### src/rtl/spi_pkg.sv
// Shared types and defaults for the SPI slave frame engine.
package spi_pkg;

   typedef enum logic [1:0] {
      SPI_MODE0 = 2'd0,
      SPI_MODE1 = 2'd1,
      SPI_MODE2 = 2'd2,
      SPI_MODE3 = 2'd3
   } spi_mode_e;

   typedef enum logic {
      IDLE  = 1'b0,
      SHIFT = 1'b1
   } state_e;

   localparam int FRAME_W_DEF     = 16;
   localparam int CH_BITS_DEF     = 4;
   localparam int SYNC_STAGES_DEF = 2;

   // Idle level of sclk for a mode.
   function automatic logic mode_cpol(spi_mode_e m);
      logic [1:0] b;
      b = m;
      return b[1];
   endfunction

   // Clock phase: 1 means data is sampled on the trailing edge.
   function automatic logic mode_cpha(spi_mode_e m);
      logic [1:0] b;
      b = m;
      return b[0];
   endfunction

endpackage

### src/rtl/spi_sync_edge.sv
// Multi-flop synchroniser with rise/fall detect on the synchronised level.
module spi_sync_edge #(
   parameter int   STAGES  = 2,
   parameter logic RST_VAL = 1'b0
) (
   input  logic clk,
   input  logic rst_n,
   input  logic d,
   output logic q,
   output logic rise,
   output logic fall
);

   logic [STAGES-1:0] sync_q, sync_d;
   logic              prev_q, prev_d;

   // Next state of the synchroniser chain and the one-cycle-old level.
   always_comb begin
      sync_d = {sync_q[STAGES-2:0], d};
      prev_d = sync_q[STAGES-1];
   end

   // Chain resets to the line's idle level so release of reset creates no edge.
   always_ff @(posedge clk or negedge rst_n) begin
      if (!rst_n) begin
         sync_q <= {STAGES{RST_VAL}};
         prev_q <= RST_VAL;
      end else begin
         sync_q <= sync_d;
         prev_q <= prev_d;
      end
   end

   assign q    = sync_q[STAGES-1];
   assign rise = q & ~prev_q;
   assign fall = ~q & prev_q;

endmodule

### src/rtl/spi_frame_slave.sv
// Oversampled SPI slave: receives MSB-first frames in any CPOL/CPHA mode,
// splits them into payload/channel, and shifts a host word out on MISO.
module spi_frame_slave import spi_pkg::*; #(
   parameter int FRAME_W     = FRAME_W_DEF,
   parameter int CH_BITS     = CH_BITS_DEF,
   parameter int SYNC_STAGES = SYNC_STAGES_DEF
) (
   input  logic                       clk,
   input  logic                       reset,
   input  logic [1:0]                 spi_mode,
   input  logic                       cs_bar,
   input  logic                       sclk,
   input  logic                       mosi,
   output logic                       miso,
   input  logic [FRAME_W-1:0]         tx_data,
   input  logic                       tx_load,
   output logic                       tx_ready,
   output logic [FRAME_W-CH_BITS-1:0] rx_data,
   output logic [CH_BITS-1:0]         rx_ch,
   output logic                       rx_valid,
   input  logic                       rx_ready,
   output logic                       overrun,
   input  logic                       ovr_clr,
   output logic                       abort,
   output logic                       busy
);

   localparam int PAY_W = FRAME_W - CH_BITS;
   localparam int CNT_W = $clog2(FRAME_W + 1);
   localparam logic [CNT_W-1:0] LAST_BIT = CNT_W'(FRAME_W - 1);

   logic sclk_s, sclk_rise, sclk_fall;
   logic cs_s, cs_rise, cs_fall;
   logic mosi_s;

   spi_sync_edge #(.STAGES(SYNC_STAGES), .RST_VAL(1'b0)) u_sclk_sync (
      .clk(clk), .rst_n(reset), .d(sclk), .q(sclk_s), .rise(sclk_rise), .fall(sclk_fall)
   );

   spi_sync_edge #(.STAGES(SYNC_STAGES), .RST_VAL(1'b1)) u_cs_sync (
      .clk(clk), .rst_n(reset), .d(cs_bar), .q(cs_s), .rise(cs_rise), .fall(cs_fall)
   );

   // mosi only needs a level synchroniser, aligned in latency with sclk.
   logic [SYNC_STAGES-1:0] mosi_sync_q, mosi_sync_d;

   always_comb mosi_sync_d = {mosi_sync_q[SYNC_STAGES-2:0], mosi};

   always_ff @(posedge clk or negedge reset) begin
      if (!reset) mosi_sync_q <= '0;
      else        mosi_sync_q <= mosi_sync_d;
   end

   assign mosi_s = mosi_sync_q[SYNC_STAGES-1];

   // Register state.
   state_e             state_q, state_d;
   spi_mode_e          mode_q, mode_d;
   logic [CNT_W-1:0]   bit_cnt_q, bit_cnt_d;
   logic [FRAME_W-2:0] rx_sh_q, rx_sh_d;
   logic [FRAME_W-1:0] tx_sh_q, tx_sh_d;
   logic [FRAME_W-1:0] hold_q, hold_d;
   logic               tx_ready_q, tx_ready_d;
   logic [PAY_W-1:0]   rx_data_q, rx_data_d;
   logic [CH_BITS-1:0] rx_ch_q, rx_ch_d;
   logic               rx_valid_q, rx_valid_d;
   logic               overrun_q, overrun_d;
   logic               abort_q, abort_d;
   logic               miso_q, miso_d;

   logic               cpol, cpha, sclk_chg, lead_edge, trail_edge;
   logic               sample_edge, shift_edge, frame_done;
   logic [FRAME_W-1:0] frame_word;

   // Map synchronised sclk edges onto sample/shift events for the latched mode.
   always_comb begin
      cpol        = mode_cpol(mode_q);
      cpha        = mode_cpha(mode_q);
      sclk_chg    = sclk_rise | sclk_fall;
      lead_edge   = sclk_chg & (sclk_s != cpol);
      trail_edge  = sclk_chg & (sclk_s == cpol);
      sample_edge = cpha ? trail_edge : lead_edge;
      shift_edge  = cpha ? lead_edge  : trail_edge;
   end

   // Frame FSM, shift registers, output register and TX holding register.
   always_comb begin
      state_d    = state_q;
      mode_d     = mode_q;
      bit_cnt_d  = bit_cnt_q;
      rx_sh_d    = rx_sh_q;
      tx_sh_d    = tx_sh_q;
      hold_d     = hold_q;
      tx_ready_d = tx_ready_q;
      rx_data_d  = rx_data_q;
      rx_ch_d    = rx_ch_q;
      rx_valid_d = rx_valid_q;
      overrun_d  = overrun_q & ~ovr_clr;
      abort_d    = 1'b0;
      frame_done = 1'b0;
      frame_word = {rx_sh_q, mosi_s};

      if (cs_s) mode_d = spi_mode_e'(spi_mode);
      if (rx_valid_q && rx_ready) rx_valid_d = 1'b0;

      case (state_q)
         IDLE: begin
            if (cs_fall) begin
               state_d    = SHIFT;
               bit_cnt_d  = '0;
               tx_sh_d    = tx_ready_q ? '0 : hold_q;
               tx_ready_d = 1'b1;
            end
         end
         SHIFT: begin
            if (cs_rise) begin
               state_d   = IDLE;
               abort_d   = (bit_cnt_q != '0);
               bit_cnt_d = '0;
            end else if (sample_edge) begin
               rx_sh_d = frame_word[FRAME_W-2:0];
               if (bit_cnt_q == LAST_BIT) begin
                  // Wrap and reload so the next frame can follow without a cs_bar toggle.
                  bit_cnt_d  = '0;
                  frame_done = 1'b1;
                  tx_sh_d    = tx_ready_q ? '0 : hold_q;
                  tx_ready_d = 1'b1;
               end else begin
                  bit_cnt_d = bit_cnt_q + CNT_W'(1);
               end
            end else if (shift_edge && bit_cnt_q != '0) begin
               // The MSB is already on miso at frame start, so the shift edge
               // preceding the first sample of a frame is skipped.
               tx_sh_d = {tx_sh_q[FRAME_W-2:0], 1'b0};
            end
         end
         default: state_d = IDLE;
      endcase

      if (frame_done) begin
         if (!rx_valid_q || rx_ready) begin
            rx_data_d  = frame_word[FRAME_W-1:CH_BITS];
            rx_ch_d    = frame_word[CH_BITS-1:0];
            rx_valid_d = 1'b1;
         end else begin
            overrun_d = 1'b1;
         end
      end

      // Applied after the frame-start copy so a same-cycle load targets the next frame.
      if (tx_load && tx_ready_q) begin
         hold_d     = tx_data;
         tx_ready_d = 1'b0;
      end

      miso_d = (state_d == SHIFT) ? tx_sh_d[FRAME_W-1] : 1'b0;
   end

   // State registers.
   always_ff @(posedge clk or negedge reset) begin
      if (!reset) begin
         state_q    <= IDLE;
         mode_q     <= SPI_MODE0;
         bit_cnt_q  <= '0;
         rx_sh_q    <= '0;
         tx_sh_q    <= '0;
         hold_q     <= '0;
         tx_ready_q <= 1'b1;
         rx_data_q  <= '0;
         rx_ch_q    <= '0;
         rx_valid_q <= 1'b0;
         overrun_q  <= 1'b0;
         abort_q    <= 1'b0;
         miso_q     <= 1'b0;
      end else begin
         state_q    <= state_d;
         mode_q     <= mode_d;
         bit_cnt_q  <= bit_cnt_d;
         rx_sh_q    <= rx_sh_d;
         tx_sh_q    <= tx_sh_d;
         hold_q     <= hold_d;
         tx_ready_q <= tx_ready_d;
         rx_data_q  <= rx_data_d;
         rx_ch_q    <= rx_ch_d;
         rx_valid_q <= rx_valid_d;
         overrun_q  <= overrun_d;
         abort_q    <= abort_d;
         miso_q     <= miso_d;
      end
   end

   assign miso     = miso_q;
   assign tx_ready = tx_ready_q;
   assign rx_data  = rx_data_q;
   assign rx_ch    = rx_ch_q;
   assign rx_valid = rx_valid_q;
   assign overrun  = overrun_q;
   assign abort    = abort_q;
   assign busy     = (state_q == SHIFT);

endmodule

### config.mk
export PLATFORM = sky130hd
export DESIGN_NAME = spi_frame_slave
export DESIGN_NICKNAME = d
export VERILOG_FILES = /design/src/rtl/spi_pkg.sv /design/src/rtl/spi_sync_edge.sv /design/src/rtl/spi_frame_slave.sv
export SDC_FILE = /design/constraint.sdc
export NUM_CORES = 1
export LEC_CHECK = 0
export ABC_AREA = 1
export BUFFER_PORTS_ARGS = -buffer_cell sky130_fd_sc_hd__buf_2
export CAP_MARGIN = 20
export CORE_MARGIN = 2
export CORE_UTILIZATION = 62
export CTS_CLUSTER_DIAMETER = 60
export DETAILED_ROUTE_END_ITERATION = 12
export HOLD_SLACK_MARGIN = 0.02
export PLACE_DENSITY = 0.83
export SLEW_MARGIN = 25
export SYNTH_ARGS = -nofsm -noshare
export SYNTH_HDL_FRONTEND = slang
export SYNTH_SLANG_ARGS = --single-unit
export TNS_END_PERCENT = 10
### constraint.sdc
create_clock -name clk -period 3.8 [get_ports clk]
set_input_delay 0.19 -clock clk [delete_from_list [all_inputs] [get_ports clk]]
set_output_delay 0.19 -clock clk [all_outputs]
set_load 0.02 [all_outputs]
==> run summary <==
Final TNS setup: 0 ps
I/O pin count: 48
TritonCTS buffer count: 9
Mapped Cells: 464
CORE AREA: 6240 um2
Largest net degree at the start of global routing: 85
Residual DRC count: 0
Leakage Power: 2.25 nW
H-tree levels: 3
Gpl congestion: 0.943
Via count: 3046
CTS resizes: 0
Worst vdd ir: 0.345 mV
Synthesized area per cell: 8.47 um2
Final period util: 0.497
Worst setup SP type: register
Die area: 6990 um2
Post-route insts no fill: 593
RSZ-0062 raised after global routing: no
Global route overflow: 0
Final setup fails: 0
Post-DP HPWL: 5.18 mm
Antenna cells: 0
Antenna viol nets, final: 0
Root Buffer Master: clkbuf_8
Global-route wire length before repair: 13.1 mm
Max Fclk: 0.530 GHz
Synth Register Bits: 84
Net Count, Synth: 492
Clk_lat worst skew: 350 ps
Critical Path End Type: register
Fin crit period: 1890 ps
Critical path type: register to register
Pwr Total: 0.00226 W
Final Hold Viols: 0
MaxCap Viol Count: 0
Ys Warns: 0
Via/cell ratio: 5.14
Placed cells: 572
Pins Over Slew Limit: 0
Slew margin rel.: 0.478
Fraction of layout cells with a size suffix above 1: 0.207
Clock slew at reported path FFs: 80 ps
CTS tree: built
Synthesized area: 3930 um2
Post-layout util: 0.701
WL final: 7.57 mm
CP Data Required Time: 4030 ps
DRT iter0 DRCs: 223
Hold Path Class: input pin to register
Die width: 83.6 um
Initial Util: 0.630
CP dominant cell by count: nand2_4
Initial antenna violation count: 0
Max stage delay on crit path: 430 ps
CTS Sinks: 84
CP cell instances: inv_2 > nand2_1 > nand2_2 > nand3_2 > nand2_4 > nand2_4 > nor2_8 > nand2_4 > nand2_1 > o21ai_2
Sequential area share after synthesis: 0.536
Routed len/inst: 12.8 um
Die height: 83.6 um
PD cells: 516 nW/um2
Setup Skew: 10.2 ps
Cell variety after synth: 25
Final #Nets: 539
First-pass DRT Iterations: 6
Crit path DAT: 2120 ps
Critical path fanouts, max: 31
Row count: 29
Area grow syn2layout: 11.3%
Status: finished clean
Vias in the first global route: 2938
Worst Tran Pin Value: 783 ps
Clock Path Buffers: 2
Count of input and output buffers: 47
GRT Total Usage: 0.232
CP max-delay cell: dfrtp_1
[synthesized netlist by cell type]
library cell  number  area share
a21oi_1            3      0.0038
buf_2              3      0.0038
buf_6              6       0.017
clkbuf_1           8      0.0076
dfrtp_1           80        0.51
dfstp_2            4       0.027
ha_1               2      0.0064
inv_1             64       0.061
inv_2              6      0.0057
nand2_1          142        0.14
nand2_2            9       0.014
nand2_4            3      0.0086
nand3_1           25       0.032
nand3_2            4       0.010
nand4_1            6      0.0095
nor2_1            22       0.021
nor2_2             1      0.0016
nor2_4             3      0.0086
nor2_8             2       0.010
nor3_1             2      0.0025
o21ai_0           44       0.056
o21ai_1            7      0.0089
o21ai_2           15       0.033
o22ai_1            1      0.0016
xor2_1             2      0.0045
[stage by stage]
| step | setup WS, ps | instance area, um2 | hold WS [ps] |
|---|---|---|---|
| final | 1910 | 4380 | 45.8 |
| after detailed placement | 1920 | 4160 | 296 |
| after floorplan | 2260 | 3930 | -106 |
| after global routing | 1730 | 4380 | 33.3 |
| after global placement | 2010 | 4160 | 297 |
| after CTS | 1910 | 4360 | 32.3 |
[metal layers]
metal,GRT usage,wire (um),vias to the layer above
met5,0,0,-
met4,0.0806,96,0
met3,0.0554,361,8
met2,0.371,3750,85
met1,0.315,3360,1429
li1,-,-,1524
[final cells by class]
type | count | area [um2]
sequential | 84 | 2110
fill | 502 | 1860
multi-input combinational | 293 | 1450
timing repair buffer | 53 | 299
inverter | 70 | 263
clock buffer | 13 | 139
tap | 77 | 96.3
clock inverter | 3 | 23.8
[worst paths after layout]
check / from / endpoint / slack, ps / cells after the start
worst max-delay path: u_sclk_sync.sync_q[1] / rx_data[2] / 1910 / 10
worst min-delay path: tx_data[6] / hold_q[6] / 50 / 3
min in group asynchronous: reset / mode_q[0] / 430 / 2
worst min register to register: mosi_sync_q[0] / mosi_sync_q[1] / 350 / 0
max in group asynchronous: reset / rx_data[3] / 2840 / 2
worst max register to register: u_sclk_sync.sync_q[1] / rx_data[2] / 1910 / 10
[state kept, by name, indices dropped and copies added, names as in the netlist]
| name | count |
|---|---|
| hold_q | 16 |
| overrun | 1 |
| rx_sh_q | 15 |
| busy | 1 |
| rx_valid | 1 |
| u_sclk_sync.prev_q | 1 |
| tx_sh_q | 16 |
| bit_cnt_q | 5 |
| u_cs_sync.prev_q | 1 |
| u_sclk_sync.sync_q | 2 |
| rx_data | 12 |
| u_cs_sync.sync_q | 2 |
| mode_q | 2 |
| miso | 1 |
| mosi_sync_q | 2 |
| abort | 1 |
| rx_ch | 4 |
| tx_ready | 1 |
[worst max-delay path: cells and delay by family (launching register included)]
| kind | cells | cell delay, ps |
|---|---|---|
| and+or+nand+nor | 8 | 1170 |
| DFF | 1 | 430 |
| AOI/OAI and AO/OA | 1 | 60 |
| buffers and inverters | 1 | 80 |
[report_power, final]
group / switching, W / internal (W) / total (W)
combinational: 0.000347 / 0.000166 / 0.000512
sequential: 0.000113 / 0.00109 / 0.00120
clock: 0.000303 / 0.000240 / 0.000542
[cell families after synthesis]
kind of cell / after synthesis / synth area share
AND/OR/NAND/NOR: 219 / 0.254
buffers and inverters: 87 / 0.0955
flip-flops: 84 / 0.536
AO/OA/AOI/OAI: 70 / 0.104
XOR/XNOR: 2 / 0.00446
adder cells (fa/ha/maj): 2 / 0.00636
[what timing repair did]
action / CTS / global route
buffers inserted: 0 / 0
hold buffers: 4 / 1
hold endpoints to repair: 4 / 80
[cells in the final DEF (no fill, tap or decap), drive strengths merged]
master,n
nor3,2
nand3,29
buf,48
o21ai,66
inv,70
xor2,2
dlygate4sd3,5
o22ai,1
nor2,28
clkbuf,13
a21oi,3
nand4,6
dfstp,4
ha,2
nand2,154
clkinvlp,2
dfrtp,80
clkinv,1
Note: power is estimated with default switching activity, not from simulation.
